[src/rtl/chunked_adder_sequencer.sv]
// -----------------------------------------------------------------------------
// chunked_adder_sequencer
//
// Purpose:
//   Adds two WIDTH-bit operands serially, four bits per cycle, through a single
//   shared 4-bit carry_bypass_adder. It sits between an ALU issue stage (start
//   handshake) and writeback (result handshake), so a wide add reuses one small
//   adder instead of needing a full-width one.
//
// Ports:
//   clk          in   1      sole clock, rising edge
//   rst_n        in   1      asynchronous, active-low reset
//   start_valid  in   1      a, b, c_in are valid
//   start_ready  out  1      block can accept an operation (high in IDLE)
//   a, b         in   WIDTH  operands
//   c_in         in   1      carry into bit 0
//   res_valid    out  1      sum, c_out, ovf are valid (high in DONE)
//   res_ready    in   1      consumer accepts the result
//   sum          out  WIDTH  a + b + c_in, low WIDTH bits
//   c_out        out  1      carry out of bit WIDTH-1
//   ovf          out  1      two's-complement overflow
//
// Parameters:
//   WIDTH  operand/result width; must be a multiple of 4 and >= 4.
// -----------------------------------------------------------------------------

// -----------------------------------------------------------------------------
// carry_bypass_adder
//
// Purpose:
//   4-bit adder whose carry out skips the ripple chain when every bit
//   propagates. In that case the carry out simply equals the carry in.
//
// Ports:
//   a, b    in   4  operand nibbles
//   c_in    in   1  carry in
//   sum     out  4  a + b + c_in, low 4 bits
//   c_out   out  1  carry out
// -----------------------------------------------------------------------------
module carry_bypass_adder (
  input  logic [3:0] a,
  input  logic [3:0] b,
  input  logic       c_in,
  output logic [3:0] sum,
  output logic       c_out
);

  logic [3:0] prop;
  logic [3:0] gen;
  logic       ripple;

  always_comb begin
    prop   = a ^ b;
    gen    = a & b;
    sum    = '0;
    ripple = c_in;
    for (int i = 0; i < 4; i++) begin
      sum[i] = prop[i] ^ ripple;
      ripple = gen[i] | (prop[i] & ripple);
    end
    // When every bit propagates, the ripple result equals c_in anyway.
    // Taking the bypass path shortens the critical path through the block.
    c_out = (&prop) ? c_in : ripple;
  end

endmodule

module chunked_adder_sequencer #(
  parameter int WIDTH = 16
) (
  input  logic             clk,
  input  logic             rst_n,
  input  logic             start_valid,
  output logic             start_ready,
  input  logic [WIDTH-1:0] a,
  input  logic [WIDTH-1:0] b,
  input  logic             c_in,
  output logic             res_valid,
  input  logic             res_ready,
  output logic [WIDTH-1:0] sum,
  output logic             c_out,
  output logic             ovf
);

  localparam int CHUNKS = WIDTH / 4;
  // Keep the counter at least 1 bit wide so that WIDTH=4 still elaborates.
  localparam int CNT_W  = (CHUNKS > 1) ? $clog2(CHUNKS) : 1;
  localparam logic [CNT_W-1:0] LAST_CNT = CNT_W'(CHUNKS - 1);

  typedef enum logic [1:0] {
    IDLE = 2'd0,
    RUN  = 2'd1,
    DONE = 2'd2
  } state_e;

  state_e           state_q, state_d;
  logic [CNT_W-1:0] cnt_q, cnt_d;
  logic             carry_q, carry_d;
  logic [WIDTH-1:0] a_sh_q, a_sh_d;
  logic [WIDTH-1:0] b_sh_q, b_sh_d;
  logic [WIDTH-1:0] sum_q, sum_d;
  logic             c_out_q, c_out_d;
  logic             ovf_q, ovf_d;

  logic [3:0]       add_sum;
  logic             add_c_out;

  // The shared nibble adder always sees the low nibble of the shift registers.
  carry_bypass_adder u_adder (
    .a     (a_sh_q[3:0]),
    .b     (b_sh_q[3:0]),
    .c_in  (carry_q),
    .sum   (add_sum),
    .c_out (add_c_out)
  );

  // NOTE: every variable gets its hold value first, so no path leaves a
  // signal unassigned and no latch is inferred.
  always_comb begin
    state_d = state_q;
    cnt_d   = cnt_q;
    carry_d = carry_q;
    a_sh_d  = a_sh_q;
    b_sh_d  = b_sh_q;
    sum_d   = sum_q;
    c_out_d = c_out_q;
    ovf_d   = ovf_q;

    unique case (state_q)
      IDLE: begin
        if (start_valid) begin
          a_sh_d  = a;
          b_sh_d  = b;
          carry_d = c_in;
          cnt_d   = '0;
          state_d = RUN;
        end
      end

      RUN: begin
        a_sh_d = a_sh_q >> 4;
        b_sh_d = b_sh_q >> 4;
        // New nibbles enter at the top, so after CHUNKS passes the first
        // nibble computed has reached bits [3:0].
        sum_d                = sum_q >> 4;
        sum_d[WIDTH-1 -: 4]  = add_sum;
        carry_d              = add_c_out;
        cnt_d                = cnt_q + 1'b1;
        if (cnt_q == LAST_CNT) begin
          c_out_d = add_c_out;
          // The carry into the MSB is recovered from the MSB inputs and the
          // MSB sum bit of this final nibble: a ^ b ^ sum.
          ovf_d   = add_c_out ^ (a_sh_q[3] ^ b_sh_q[3] ^ add_sum[3]);
          state_d = DONE;
        end
      end

      DONE: begin
        if (res_ready) begin
          state_d = IDLE;
        end
      end

      default: begin
        state_d = IDLE;
      end
    endcase
  end

  // NOTE: sequential state uses non-blocking assignments only. Every register
  // is cleared by reset, so an aborted operation leaves no partial result.
  always_ff @(posedge clk or negedge rst_n) begin
    if (!rst_n) begin
      state_q <= IDLE;
      cnt_q   <= '0;
      carry_q <= 1'b0;
      a_sh_q  <= '0;
      b_sh_q  <= '0;
      sum_q   <= '0;
      c_out_q <= 1'b0;
      ovf_q   <= 1'b0;
    end else begin
      state_q <= state_d;
      cnt_q   <= cnt_d;
      carry_q <= carry_d;
      a_sh_q  <= a_sh_d;
      b_sh_q  <= b_sh_d;
      sum_q   <= sum_d;
      c_out_q <= c_out_d;
      ovf_q   <= ovf_d;
    end
  end

  assign start_ready = (state_q == IDLE);
  assign res_valid   = (state_q == DONE);
  assign sum         = sum_q;
  assign c_out       = c_out_q;
  assign ovf         = ovf_q;

endmodule
[config.mk]
export PLATFORM = sky130hd
export DESIGN_NAME = chunked_adder_sequencer
export DESIGN_NICKNAME = d
export VERILOG_FILES = /design/src/rtl/chunked_adder_sequencer.sv
export SDC_FILE = /design/constraint.sdc
export NUM_CORES = 1
export LEC_CHECK = 0
export ABC_AREA = 1
export BUFFER_PORTS_ARGS = -buffer_cell sky130_fd_sc_hd__buf_2
export CORE_UTILIZATION = 49
export CTS_CLUSTER_DIAMETER = 100
export DETAILED_ROUTE_END_ITERATION = 8
export PLACE_DENSITY = 0.76
export SETUP_SLACK_MARGIN = 0.4
export SYNTH_ARGS = -nofsm -noshare
export SYNTH_HDL_FRONTEND = slang
export SYNTH_HIERARCHICAL = 1
export SYNTH_SLANG_ARGS = --single-unit
[constraint.sdc]
create_clock -name clk -period 2.27 [get_ports clk]
set_input_delay 0.1135 -clock clk [delete_from_list [all_inputs] [get_ports clk]]
set_output_delay 0.1135 -clock clk [all_outputs]
set_load 0.01 [all_outputs]
==> flow_summary.yaml <==
detailed_routing:
  vias: 2094
  detail_route.first_pass.iterations: 4
  remaining_routing_drc_violations: 0
  postRouteAntennaNets: 0
  drt_first_iter_violations: 113
  post_detailed_route_wirelength_per_cell_um: 11.8
  finalWirelength_um: 5070
  ratio_of_routed_vias_to_standard_cells: 4.87
sta:
  fin_ws_ps: -67.0
  layout_worst_path_cycle_share: 1.03
  max_slew.worst_pin.slew_ps: 684
  hold_viol: 0
  finClkSkew_ps: 13.5
  tns_ps: -97.9
  setup_repair_after_global_routing_missed_its_margin: "yes"
  max_freq_mhz: 428
  worst_slew_margin_rel: 0.544
  final_report_setup_violation_count: 2
  report.final.slew_viol_count: 0
  finalCriticalPeriod_ps: 2340
  hold_slack_ps: 18.6
floorplanning:
  die_w_um: 75.0
  die-area_mm2: 0.00563
  ios: 57
  start_util: 0.512
  chipHeight_um: 75.0
  core-area_mm2: 0.00511
  num_rows: 26
cts:
  cts_max_path_buffers: 2
  clockRootBuffer: "sky130_fd_sc_hd__clkbuf_8"
  clk_latency_ps: 310
  cts_tree: "done"
  clkTransAtPathRegs_ps: 100
  clock_sink_count: 55
  number_of_buffers_created_by_cts: 5
  cts_max_level: 2
setup_path:
  slowest_stage_delay_on_critical_path_ps: 420
  setup.worst_path.start_class: "register"
  crit_path_end_kind: "register"
  startpoint: "a_sh_q[0]"
  timing.rr.start: "a_sh_q[0]"
  worst_path_maximum_fanout: 3
  critical_path_class: "reg2reg"
  worstPathRequired_ps: 2520
  critical_path.most_common_cell: "sky130_fd_sc_hd__inv_2"
  slowest_stage: "sky130_fd_sc_hd__fa_1"
  cp_cell_sequence: "inv_2 -> fa_2 -> inv_2 -> fa_2 -> fa_2 -> inv_2 -> fa_1 -> inv_2 -> inv_2 -> nand2_2 -> nand2_1 -> nand2_1 -> nand3_1 -> nand2_1"
  timing.critical_path.arrival_ps: 2590
place:
  gpl.final_weighted_congestion: 0.797
  place.port_buffers: 56
  place_hpwl_um: 3390
  dpl-instance-area_mm2: 0.00290
yosys:
  synth_area_per_cell_um2: 8.65
  synth-warning-count: 6
  ys_ff_latch: 55
  yosysSeqAreaShare: 0.527
  post_synth_inst_count: 302
  yosysUniqueCellTypes: 20
  synth_area_mm2: 0.00261
  synth_net_count: 348
power_and_ir_drop:
  power_density_mw_per_mm2: 1590
  worst_ir_drop_vdd_mv: 0.523
  p_leak_nw: 1.58
outcome:
  violations: "negative setup slack"
  status: "complete, but fails checks"
cells_and_area:
  layout-drive-gt1-share: 0.250
  fin_area_mm2: 0.00307
  area.growth.synth_to_final_pct: 17.6
  fillerInstances: 462
  final_core_util: 0.602
  antenna_cells_inserted: 0
  mostFrequentLayoutCell: "sky130_fd_sc_hd__nand2_1"
  layout_common_cells: "80 x sky130_fd_sc_hd__nand2_1, 56 x sky130_fd_sc_hd__buf_2, 55 x sky130_fd_sc_hd__dfrtp_1"
  fin_nets: 405
global_route:
  grt_util_all_layers: 0.200
  grt_pass1_wl_um: 8470
  antenna_found_initial: 0
  via_count_of_the_first_global_routing_pass: 1885
  grt_remaining_overflow: 0
  grt_start_max_net_pins: 56
flow_run:
  maxCapViolCount: 0
worst_hold_path:
  hold_path_class: "in2reg"
  holdCritStartpoint: "b[12]"
## metal layers
layer / GRT usage / routed length [um] / vias up
met5: 0 / 0 / -
met2: 0.329 / 2420 / 57
met1: 0.267 / 2380 / 962
li1: - / - / 1071
met3: 0.0455 / 227 / 4
met4: 0.0608 / 43 / 0
## critical path, delay by kind of cell (launching register included)
kind	cells	cell delay, ps
and+or+nand+nor	5	280
buffers and inverters	5	320
DFF	1	400
adders and majority gates	4	1290
## metrics by stage
step	setup slack (ps)	cells	power [mW]
after floorplan	59.8	302	3.51
after global placement	17.6	418	3.90
after detailed placement	-101	418	4.00
after CTS	-62.9	429	4.89
after global routing	-197	430	5.36
final	-67.0	430	4.89
## cell type report
type / instances / area (um^2) / area share
multi-input combinational: 204 / 1020 / 0.331
clock inverter: 2 / 60.1 / 0.0195
timing repair buffer: 64 / 345 / 0.112
sequential: 55 / 1380 / 0.448
inverter: 29 / 114 / 0.0371
tap: 70 / 87.6 / 0.0285
clock buffer: 6 / 72.6 / 0.0236
## power breakdown
part / internal (mW) / switching (mW)
combinational: 0.891 / 1.48
sequential: 1.45 / 0.302
clock: 0.441 / 0.321
## Yosys cell counts (all sizes together)
cell type / n / area, um^2
nand2: 85 / 345
o21ai: 68 / 340
dfrtp: 55 / 1380
nor2: 31 / 119
inv: 29 / 114
buf: 13 / 115
nand3: 9 / 45.0
ha: 5 / 62.6
fa: 4 / 80.1
a21oi: 1 / 5.00
clkbuf: 1 / 3.75
o31ai: 1 / 7.51
## final timing paths
path	slack, ps	depth (start not counted)	end
min in group asynchronous	450	3	a_sh_q[6]
max	-70	14	ovf
min reg2reg	480	2	b_sh_q[14]
min	20	3	b_sh_q[12]
max reg2reg	-70	14	ovf
max in group asynchronous	1360	3	sum[11]
## logic make-up after synthesis
kind of cell / synth area share
simple gates: 0.195
buf+inv: 0.0890
compound gates: 0.135
flops: 0.527
fa+ha+maj: 0.0546
## flip-flops by register name (all words and copies together) (netlist names)
name,count
cnt_q,2
state_q,2
c_out,1
b_sh_q,16
sum,16
ovf,1
carry_q,1
a_sh_q,16
## timing repair
| action | in CTS | in global routing |
|---|---|---|
| hold endpoints to repair | 56 | 0 |
| hold buffers | 2 | 0 |
| setup buffers | 1 | 1 |
| pin swaps | 3 | 1 |
| endpoints found under the setup margin | 4 | 5 |
| cloned | 0 | 0 |
| gates resized for setup | 10 | 1 |
Power figures use the tool's default switching activity.
